==> src/rtl/mem_port_arbiter.sv <==
// mem_port_arbiter: round-robin CPU/loader arbiter for a single-port block RAM with loader lock
module mem_port_arbiter #(
    parameter int DATA_WIDTH = 16,
    parameter int ADDR_WIDTH = 8
) (
    input  logic                  clk,
    input  logic                  a_reset_n,
    input  logic                  a_req,
    input  logic                  a_wen,
    input  logic [ADDR_WIDTH-1:0] a_addr,
    input  logic [DATA_WIDTH-1:0] a_wdata,
    output logic                  a_gnt,
    output logic                  a_rvalid,
    input  logic                  b_req,
    input  logic                  b_wen,
    input  logic [ADDR_WIDTH-1:0] b_addr,
    input  logic [DATA_WIDTH-1:0] b_wdata,
    input  logic                  b_lock,
    output logic                  b_gnt,
    output logic                  b_rvalid,
    output logic [DATA_WIDTH-1:0] rdata,
    output logic                  mem_wen,
    output logic [ADDR_WIDTH-1:0] mem_addr,
    output logic [DATA_WIDTH-1:0] mem_wdata,
    input  logic [DATA_WIDTH-1:0] mem_rdata,
    output logic                  busy
);
    typedef enum logic {IDLE, ISSUE} state_t;
    state_t state;
    logic last_b, pend, pend_b, a_el, pick_b;
    assign a_el   = a_req & ~b_lock;
    assign pick_b = b_req & (~a_el | ~last_b);
    // Arbitrate in IDLE, hold the RAM access for one ISSUE cycle, return read data one cycle after the RAM output
    always_ff @(posedge clk or negedge a_reset_n) begin
        if (!a_reset_n) begin
            state     <= IDLE;
            last_b    <= 1'b1;
            pend      <= 1'b0;
            pend_b    <= 1'b0;
            a_gnt     <= 1'b0;
            b_gnt     <= 1'b0;
            a_rvalid  <= 1'b0;
            b_rvalid  <= 1'b0;
            rdata     <= '0;
            mem_wen   <= 1'b0;
            mem_addr  <= '0;
            mem_wdata <= '0;
            busy      <= 1'b0;
        end else begin
            a_rvalid <= pend & ~pend_b;
            b_rvalid <= pend & pend_b;
            if (pend) rdata <= mem_rdata;
            if (state == ISSUE) begin
                state   <= IDLE;
                a_gnt   <= 1'b0;
                b_gnt   <= 1'b0;
                mem_wen <= 1'b0;
                busy    <= 1'b0;
                pend    <= ~mem_wen;
                pend_b  <= b_gnt;
            end else begin
                pend <= 1'b0;
                if (a_el | b_req) begin
                    state     <= ISSUE;
                    a_gnt     <= ~pick_b;
                    b_gnt     <= pick_b;
                    busy      <= 1'b1;
                    last_b    <= pick_b;
                    mem_wen   <= pick_b ? b_wen : a_wen;
                    mem_addr  <= pick_b ? b_addr : a_addr;
                    mem_wdata <= pick_b ? b_wdata : a_wdata;
                end
            end
        end
    end
endmodule

==> config.mk <==
export PLATFORM = sky130hd
export DESIGN_NAME = mem_port_arbiter
export DESIGN_NICKNAME = d
export VERILOG_FILES = /design/src/rtl/mem_port_arbiter.sv
export SDC_FILE = /design/constraint.sdc
export NUM_CORES = 1
export LEC_CHECK = 0
export ABC_AREA = 1
export BUFFER_PORTS_ARGS = -buffer_cell sky130_fd_sc_hd__buf_2
export CAP_MARGIN = 20
export CORE_ASPECT_RATIO = 1.5
export CORE_MARGIN = 1
export CORE_UTILIZATION = 40
export CTS_CLUSTER_DIAMETER = 100
export DETAILED_ROUTE_END_ITERATION = 6
export PLACE_DENSITY = 0.71
export SLEW_MARGIN = 20
export SYNTH_ARGS = -nofsm -noshare
export SYNTH_HDL_FRONTEND = slang
export SYNTH_SLANG_ARGS = --single-unit
==> constraint.sdc <==
create_clock -name clk -period 3.9 [get_ports clk]
set_clock_uncertainty 0.15 [all_clocks]
set_input_delay 0.39 -clock clk [delete_from_list [all_inputs] [get_ports clk]]
set_output_delay 0.39 -clock clk [all_outputs]
set_load 0.05 [all_outputs]
======== After elaboration in Yosys (flattened, before gate mapping) ========
Cells that the tools add are included.
storage, ports and cells
  bits in writable memories ............... 0
  word-level logic and storage cells ...... 42
  memories ................................ 0
  input port bits ......................... 71
  register bits after elaboration ......... 50
  memory bits (read-only) ................. 0
  latch bits .............................. 0
operators by class
  multiplexer cells ....................... 14
  $lt $le $gt $ge ......................... 0
  div/mod/pow operators ................... 0
  $mul .................................... 0
  shift-type cells ........................ 0
  eq/ne operators ......................... 0
  $add $sub $neg .......................... 0
  reductions and logical operators ........ 2
  bitwise logic cells ..................... 13
operators by type and width
  cell                 count
  2-to-1 mux 16 bit    1
  2-to-1 mux 1 bit     12
  2-to-1 mux 8 bit     1
  NOT 1 bit            7
  bitwise AND 1 bit    4
  OR 1 bit             2
  AND reduction 2 bit  1
  nonzero test 2 bit   1

======== Logic depth before layout (Yosys ltp) ========
Gate-level depths: netlist of the first run.
  depth in word-level cells ............... 8
  gate-level depth with buffers ........... 8

======== Least setup slack after synthesis of the first run ========
OpenSTA, ideal clock, no wires.
  kind .................................... register -> register
  from .................................... register last_b
  to ...................................... register mem_wdata[10]
  setup time .............................. 0.118 ns
  required time ........................... 3.632 ns
  path slack .............................. 2.577 ns
  path buffers ............................ 1
  arrival ................................. 1.055 ns
  clock period less this slack ............ 1.323 ns
  cell stages (with the launch flop) ...... 7
  cells stage by stage .................... dfstp_2 > nand3_4 > buf_2 > nand3_1 > nand2_1 > nand2_1 > nand2_1
on the way
  word-level cells in the longest chain between the ends .. 4
ends and longest elaborated chain
  element                   RTL line  RTL
  start: declaration        30        logic last_b, pend, pend_b, a_el, pick_b;
  start signal: assignment  68        last_b <= pick_b;
  NOT 1 bit                 32        assign pick_b = b_req & (~a_el | ~last_b);
  OR 1 bit                  32
  bitwise AND 1 bit         32
  2-to-1 mux 16 bit         71        mem_wdata <= pick_b ? b_wdata : a_wdata;
  end signal: assignment    71
  end: declaration          24        output logic [DATA_WIDTH-1:0] mem_wdata,
Every way passes these cells.
A chain may end at the register's enable or synchronous reset.

==> reports/metrics.cfg, run 1 <==
[floorplanning]
design.core.area_um2 = 5530
die_h_um = 95.6
io_pins = 117
num_rows = 33
die-area_um2 = 6150
die_x_um = 64.4
start_util_pct = 42.2

[cts]
clk_path_buf_depth = 2
clkSinkCount = 50
clock_latency_ps = 300
cts-root-buf = clkbuf_8
clkTransAtPathRegs_ps = 90
cts_hold_buf = 0
cts_resized = 0
post-cts-setup-buffers = 0
cts_buffers = 5
h-tree-depth = 2
cts_tree = built

[power_and_ir_drop]
power_frac_clock_pct = 17.9
power_frac_seq_pct = 41.1
switching_share_pct = 45.6
p_int_uw = 905
p_comb_share_pct = 40.9
power.density_nw_per_um2 = 555
leakagePower_uw = 0.00181
power.switching_uw = 758
peakVddDrop_mv = 0.305

[layout]
layout_commonest_cell = nand2_1
nNetsFinal = 470
nFillCells = 569
area_growth_pct = 28.2
drive_gt1_share_pct = 35.0
layout_common_cells = nand2_1, buf_2, dfrtp_1, nand3_1, nand2_2
antenna_cells = 0
final-seq-area_um2 = 1250
multi_input_area_um2 = 936

[global_routing]
grt-ovfl-total = 0
track_usage_pct = 19.2
grt_pass1_wl_um = 9090
antenna_found_initial = 0
first_global_vias = 2138
grt_max_degree = 51

[timing]
setup_slack_ps = 2040
max_slew_margin_pct = 59.2
finalSetupTns_ps = 0
slew_violations = 0
worstMarginPinSlew_ps = 612
finalHoldViolCount = 0
setup-violations-final = 0
rsz0062_at_grt = no
period_needed_ps = 1860
timing.fmax_mhz = 539
period_share_pct = 47.6

[placement]
place_congestion = 0.741
port_buffers = 116
dp.final_hpwl_um = 4100
place_ws_ps = 1910

[critical_path]
critPathLaunchType = register
cp.required_ps = 3930
critPathMaxStageDelay_ps = 740
cp_common_cell = nand2_1
worstPathArrival_ps = 1890
worst-path-max-fanout = 18
path_class = reg -> reg
critical_path.slowest_cell = dfrtp_1
path_cells = clkinv_1 > nand2_1 > nand2_1
critPathCaptureType = register
setup.worst_path.start = pend
timing.rr.start = pend

[synthesis]
ys.flop_type = dfrtp_1
async_reset_ff_share_pct = 100
synth_cell_type_count = 20
syn-cell-area_um2 = 2330
netlist.area_leader.share_pct = 52.5
ys_warn_count = 0
yosysSeqAreaShare_pct = 53.6
synth_area_leaders = dfrtp_1, nand2_1, nand3_1, nand2_2, buf_6
yosysTopAreaCell = dfrtp_1
synth_nets = 360
syn_inst = 289
synth_enable_flop_cells = 0
syn_avg_cell_area_um2 = 8.08
ys_ff_latch = 50

[drt]
drc = 0
routed_wirelength_um = 5580
vias_per_cell = 4.66
first_pass_iters = 4
drt_first_iter_violations = 56
ant_nets = 0
route.vias.total = 2190
avgRoutedWirePerCell_um = 11.9

[min_path]
hold_class = in -> reg
hold_path.startpoint = mem_rdata[7]

[job]
cap_violations = 0

[run_status]
status = completed

## flip-flops by register name, indices dropped and copies added (netlist names)
name and cells:
mem_wen 1, last_b 1, a_rvalid 1, mem_addr 8
busy 1, rdata 16, pend_b 1, mem_wdata 16
pend 1, b_rvalid 1, b_gnt 1, a_gnt 1
state 1
## path summary, 6_finish.rpt
kind	to	slack (ps)	cells past startpoint
worst max-delay path	rdata[5]	2040	3
worst min register to register	pend	320	1
max in group asynchronous	mem_addr[6]	2680	2
worst max register to register	rdata[5]	2040	3
worst min-delay path	rdata[7]	140	3
min in group asynchronous	mem_addr[4]	500	2
## cell usage after synthesis, types with 3 or more instances
| cell type | count |
|---|---|
| nand2_1 | 172 |
| dfrtp_1 | 49 |
| nand3_1 | 26 |
| nand2_2 | 10 |
| buf_2 | 6 |
| inv_1 | 6 |
| buf_6 | 5 |
| nor2_1 | 3 |
## metrics by stage
stage / instance area [µm²] / util (%) / hold WS [ps] / instances / total power (µW)
2_1_floorplan: 2330 / - / -55.6 / 289 / 1200
3_3_place_gp: 2890 / 52.2 / 286 / 461 / 1370
3_5_place_dp: 2890 / 52.2 / 304 / 461 / 1380
4_1_cts: 2980 / 53.9 / 126 / 469 / 1680
5_1_grt: 2990 / 54.1 / 123 / 470 / 1760
6_report: 2990 / 54.1 / 139 / 470 / 1660
## power groups by stage
stage                     Sequential (µW)  Clock [µW]  Combinational, µW
after detailed placement              694           0                687
after global routing                  696         332                729
after global placement                693           0                676
after CTS                             685         311                687
after floorplan                      1030           0                170
final                                 684         298                681
## cell families (layout without fill, tap and decap cells)
family	after synthesis	in the layout	share of synthesized area [%]
AO/OA/AOI/OAI	2	2	0.911
buffers and inverters	22	133	6.27
flip-flops	50	50	53.6
AND/OR/NAND/NOR	215	215	39.2
## routing by layer
layer	GRT usage, %	wire [µm]	up-vias
met2	37.5	3000	69
met4	7.04	136	0
li1	-	-	1104
met3	4.19	277	14
met1	19.4	2170	1003
met5	0	0	-
## area by class of cell
| cell class | count | share of cell area [%] |
|---|---|---|
| well taps | 70 | 2.93 |
| repair buffers | 117 | 19.8 |
| flip-flops and latches | 50 | 41.8 |
| clock inverters | 3 | 0.794 |
| inverters | 8 | 1.09 |
| clock buffers | 5 | 2.30 |
| multi-input cells | 217 | 31.3 |
## worst max-delay path: cells and delay by family (launching register included)
kind | cells | cell delay (ps)
DFF | 1 | 740
and+or+nand+nor | 2 | 250
buffers and inverters | 1 | 600
(Power assumes the default switching activity.)
==> inputs of run 2 (changes only) <==
--- a/config.mk
+++ b/config.mk
@@ -13,7 +13,7 @@
 export CORE_UTILIZATION = 40
 export CTS_CLUSTER_DIAMETER = 100
 export DETAILED_ROUTE_END_ITERATION = 6
-export PLACE_DENSITY = 0.71
+export PLACE_DENSITY = 0.74
 export SLEW_MARGIN = 20
 export SYNTH_ARGS = -nofsm -noshare
 export SYNTH_HDL_FRONTEND = slang
==> constraint.sdc (replaced) <==
create_clock -name clk -period 1.56 [get_ports clk]
set_clock_uncertainty 0.15 [all_clocks]
set_input_delay 0.156 -clock clk [delete_from_list [all_inputs] [get_ports clk]]
set_output_delay 0.156 -clock clk [all_outputs]
set_load 0.05 [all_outputs]
==> run 2 against run 1 <==
Fmax rose by 29%. Sequential cell count did not move. Cell count rose by 7.0%. Total power rose to 2.6 times the previous value.
==> reports/metrics.cfg, run 2 (synthesized netlist as in run 1, its figures left out) <==
[floorplanning]
die_h_um = 95.6  ; unchanged
die-area_um2 = 6150  ; unchanged
start_util_pct = 42.2  ; unchanged
die_x_um = 64.4  ; unchanged
num_rows = 33  ; unchanged
design.core.area_um2 = 5530  ; unchanged
io_pins = 117  ; unchanged

[cts]
cts_tree = built
cts_resized = 0  ; unchanged
h-tree-depth = 2  ; unchanged
clock_latency_ps = 290  ; about the same
clkTransAtPathRegs_ps = 90  ; about the same
cts_buffers = 5  ; unchanged
clkSinkCount = 50  ; unchanged
clk_path_buf_depth = 2  ; unchanged
cts-root-buf = clkbuf_8

[timing]
period_share_pct = 92.4  ; +45 points
setup-violations-final = 0  ; unchanged
worstMarginPinSlew_ps = 455  ; -156 ps
slew_violations = 0  ; unchanged
period_needed_ps = 1440  ; -415 ps
rsz0062_at_grt = no
timing.fmax_mhz = 694  ; +29%
finalHoldViolCount = 0  ; unchanged
max_slew_margin_pct = 69.4  ; +10 points
finalSetupTns_ps = 0  ; unchanged

[global_routing]
grt_max_degree = 51  ; unchanged
track_usage_pct = 20.8  ; +1.6 points
first_global_vias = 2182  ; +2.1%
grt-ovfl-total = 0  ; unchanged
grt_pass1_wl_um = 9780  ; +7.5%
antenna_found_initial = 0  ; unchanged

[layout]
top_regs = mem_wdata x16, rdata x16, mem_addr x8
nNetsFinal = 503  ; +7.0%
nFillCells = 504  ; -11%
antenna_cells = 0  ; unchanged
finish.instance_area_um2 = 3320  ; +11%
area_growth_pct = 42.2
drive_gt1_share_pct = 33.3  ; -1.7 points
layout_commonest_cell = nand2_1
layout_common_cells = nand2_1, buf_2, dfrtp_1, dlygate4sd3_1, nand3_1

[critical_path]
path_class = reg -> reg
critPathCaptureType = register
cp.required_ps = 1600  ; -2330 ps
worst-path-max-fanout = 28  ; +10
worstPathArrival_ps = 1480  ; -410 ps
critPathLaunchType = register

[drt]
routed_wirelength_um = 6070  ; +8.7%
drc = 0  ; unchanged
drt_first_iter_violations = 68  ; +21%
first_pass_iters = 4  ; unchanged
ant_nets = 0  ; unchanged
vias_per_cell = 4.54  ; -2.5%
route.vias.total = 2286  ; +4.4%
avgRoutedWirePerCell_um = 12.1  ; +1.6%

[power_and_ir_drop]
power.density_nw_per_um2 = 1280  ; +130%
leakagePower_uw = 0.00196  ; +8.4%
peakVddDrop_mv = 0.626  ; +110%

[run_status]
status = completed

[placement]
place_congestion = 0.790  ; +6.7%
dp.final_hpwl_um = 4090  ; -0.30%
placed_cell_area_um2 = 2940  ; +1.7%
port_buffers = 116  ; unchanged

[job]
cap_violations = 0  ; unchanged

[min_path]
hold_class = in -> reg

## run 2: stage by stage
| stage | std cells | setup WS (ps) | power (µW) | hold WS (ps) | util, % |
|---|---|---|---|---|---|
| 5_1_grt | 503 | 5.87 | 4480 | 11.5 | 60.0 |
| 2_1_floorplan | 289 | 237 | 3010 | -290 | - |
| 3_3_place_gp | 466 | 125 | 3440 | 12.8 | 53.1 |
| 3_5_place_dp | 466 | 75.0 | 3460 | 20.4 | 53.1 |
| 4_1_cts | 503 | 76.9 | 4280 | 0.669 | 60.0 |
| 6_report | 503 | 118 | 4240 | 6.17 | 60.0 |
## run 2: power by group
group	internal, µW	switching (µW)
clock	358	395
sequential	1560	141
combinational	447	1340
## run 2: layout make-up
class	count	area [µm²]	area share [%]
multi-input combinational	217	936	28.2
tap	70	87.6	2.64
sequential	50	1250	37.7
clock buffer	7	86.3	2.60
clock inverter	1	5.00	0.151
inverter	8	32.5	0.980
timing repair buffer	150	921	27.7
## run 2: per-layer routing
layer	vias up	share of wire, %	routed length (µm)	global-route usage (%)
met5	-	0	0	0
met4	0	1.6	98	6.85
met3	8	4.4	269	4.67
met1	1034	39	2380	23.5
li1	1169	-	-	-
met2	75	55	3320	38.2
## run 2: what timing repair did
| action | CTS | global route |
|---|---|---|
| setup endpoints to repair | 0 | 5 |
| setup buffers | 0 | 0 |
| hold endpoints to repair | 78 | 0 |
| hold buffers | 29 | 0 |
## run 2: path summary, 6_finish.rpt
kind,endpoint,slack (ps),start,cells past startpoint
setup / recovery,mem_wdata[3],120,state,4
hold / removal,mem_addr[2],6,a_addr[2],5
setup reg to reg,mem_wdata[3],120,state,4
hold reg to reg,a_rvalid,310,pend_b,1
max in group asynchronous,last_b,760,a_reset_n,3
min in group asynchronous,mem_addr[4],220,a_reset_n,3
## run 2: critical path, cell delays in order (launching register included)
cell     delay, ps
dfrtp_1        470
nor2_8         350
inv_4          200
nand2_1        110
nand2_1         50
==> inputs of run 3 (changes only) <==
--- a/config.mk
+++ b/config.mk
@@ -10,10 +10,10 @@
 export CAP_MARGIN = 20
 export CORE_ASPECT_RATIO = 1.5
 export CORE_MARGIN = 1
-export CORE_UTILIZATION = 40
+export CORE_UTILIZATION = 41
 export CTS_CLUSTER_DIAMETER = 100
 export DETAILED_ROUTE_END_ITERATION = 6
-export PLACE_DENSITY = 0.74
+export PLACE_DENSITY = 0.76
 export SLEW_MARGIN = 20
 export SYNTH_ARGS = -nofsm -noshare
 export SYNTH_HDL_FRONTEND = slang
==> run 3 against run 2 <==
Die area decreased by 2.4%. Sequential power barely moved. Worst hold slack got worse by 5.2 ps. Via count up 3.2%. Combinational power about the same. First-iteration DRC count is 4.4% higher. Utilization is 0.70 points higher. Register-to-register slack worse by 20 ps. Sequential cell count unchanged. Fmax decreased by 1.7%. Largest power group unchanged. Highest routed layer unchanged.
==> reports/metrics.cfg, run 3 (synthesized netlist as in run 1, its figures left out) <==
[global_routing]
grt-ovfl-total = 0  ; unchanged
track_usage_pct = 21.2  ; +0.45 points
antenna_found_initial = 0  ; unchanged
grt_pass1_wl_um = 10000  ; +2.6%
first_global_vias = 2277  ; +4.4%
grt_max_degree = 29  ; -43%

[drt]
wl_met2_um = 3570  ; +7.6%
vias_per_cell = 4.68  ; +3.0%
wl_met1_um = 2460  ; +3.3%
route.vias.total = 2360  ; +3.2%
ant_nets = 0  ; unchanged
highest_layer = met4
routed_wirelength_um = 6380  ; +5.1%
drt_first_iter_violations = 71  ; +4.4%
drc = 0  ; unchanged
avgRoutedWirePerCell_um = 12.7  ; +4.9%
wl_met3_um = 224  ; -17%
first_pass_iters = 6  ; +2

[layout]
area_growth_pct = 42.8
instances_no_fill = 504  ; +0.20%
antenna_cells = 0  ; unchanged
final_util_pct = 60.7  ; +0.70 points
top_regs = mem_wdata x16, rdata x16, mem_addr x8
drive_gt1_share_pct = 33.6  ; +0.38 points
finish.instance_area_um2 = 3330  ; +0.41%
nFillCells = 480  ; -4.8%
layout_commonest_cell = nand2_1
layout_common_cells = nand2_1, buf_2, dfrtp_1, dlygate4sd3_1, nand3_1
nNetsFinal = 504  ; +0.20%

[min_path]
whs_path_depth = 5  ; unchanged
hold_class = in -> reg

[floorplanning]
num_rows = 33  ; unchanged
design.core.area_um2 = 5490  ; -0.75%
io_pins = 117  ; unchanged
die-area_um2 = 6010  ; -2.4%
die_h_um = 94.4  ; -1.2%
die_x_um = 63.6  ; -1.2%
start_util_pct = 42.5  ; +0.32 points

[critical_path]
critPathLaunchType = register
ff2ff_setup_slack_ps = 90  ; -20 ps
path_class = reg -> reg
cp.required_ps = 1600  ; about the same
critPathCaptureType = register
worstPathArrival_ps = 1510  ; +30 ps
worst-path-max-fanout = 26  ; -7.1%
reg2reg_depth = 6  ; +2

[timing]
period_needed_ps = 1470  ; +24.3 ps
worstMarginPinSlew_ps = 479  ; +23.2 ps
slew_violations = 0  ; unchanged
finalSetupTns_ps = 0  ; unchanged
timing.fmax_mhz = 682  ; -1.7%
period_share_pct = 94.0  ; +1.6 points
setup-violations-final = 0  ; unchanged
max_slew_margin_pct = 67.9  ; -1.6 points
finalHoldViolCount = 0  ; unchanged
rsz0062_at_grt = no

[placement]
port_buffers = 116  ; unchanged
dp.final_hpwl_um = 4350  ; +6.5%
placed_cell_area_um2 = 2930  ; -0.17%
place_congestion = 0.785  ; -0.70%
dpl.cell_count = 467  ; +0.21%

[cts]
cts-root-buf = clkbuf_8
clkSinkCount = 50  ; unchanged
cts_buffers = 5  ; unchanged
clock_latency_ps = 300  ; about the same
clk_path_buf_depth = 2  ; unchanged
cts_resized = 0  ; unchanged
post-cts-setup-buffers = 0  ; unchanged
clkTransAtPathRegs_ps = 90  ; about the same
h-tree-depth = 2  ; unchanged
cts_tree = built

[power_and_ir_drop]
p_int_uw = 2450  ; +3.7%
power_frac_seq_pct = 39.1  ; -0.9 points
leakagePower_uw = 0.00197  ; +0.51%
p_comb_share_pct = 41.2  ; -1.0 points
power_frac_clock_pct = 19.7  ; +2.0 points
switching_share_pct = 44.0  ; -0.33 points
power.switching_uw = 1920  ; +2.3%
power.density_nw_per_um2 = 1310  ; +2.7%
peakVddDrop_mv = 0.641  ; +2.3%

[job]
cap_violations = 0  ; unchanged

[run_status]
status = completed

[run 3: stage by stage]
step	worst slack, ps	total power (µW)	hold slack (ps)
floorplan	237	3010	-290
global placement	132	3440	15.7
CTS	86.2	4390	0.465
finish	93.9	4370	1.01
detailed placement	103	3470	23.3
global route	21.5	4580	12.4
[run 3: final timing paths]
check | end | from
max reg2reg | mem_wdata[2] | last_b
max in group asynchronous | last_b | a_reset_n
min in group asynchronous | mem_addr[6] | a_reset_n
max | mem_wdata[2] | last_b
min | mem_wdata[12] | a_wdata[12]
min reg2reg | pend | mem_wen
[run 3: power groups by stage]
stage / Clock [µW] / Combinational, µW / Sequential, µW
2_1_floorplan: 0 / 425 / 2580
3_3_place_gp: 0 / 1710 / 1720
3_5_place_dp: 0 / 1750 / 1730
4_1_cts: 878 / 1800 / 1700
5_1_grt: 932 / 1920 / 1730
6_report: 863 / 1800 / 1710
[run 3: what timing repair did]
action | 4_1_cts | 5_1_grt
hold buffers | 29 | 0
endpoints found under the setup margin | 0 | 2
hold endpoints to repair | 77 | 0
[run 3: per-layer routing]
layer	GRT usage, %	vias to the layer above
met3	2.78	12
met4	7.01	0
met2	41.0	74
met5	0	-
met1	23.5	1106
li1	-	1168
[run 3: area by class of cell]
class / count / area [µm²] / area share (%)
Multi-Input combinational cell: 217 / 936 / 28.1
Sequential cell: 50 / 1250 / 37.6
Tap cell: 70 / 87.6 / 2.63
Inverter: 8 / 32.5 / 0.976
Clock buffer: 8 / 110 / 3.30
Timing Repair Buffer: 151 / 916 / 27.5
[run 3: critical path, stage by stage, from the launching register on]
cell	delay, ps
dfstp_2	560
nand3_4	100
buf_4	240
nand3_1	100
nand2_1	80
nand2_1	70
nand2_1	50
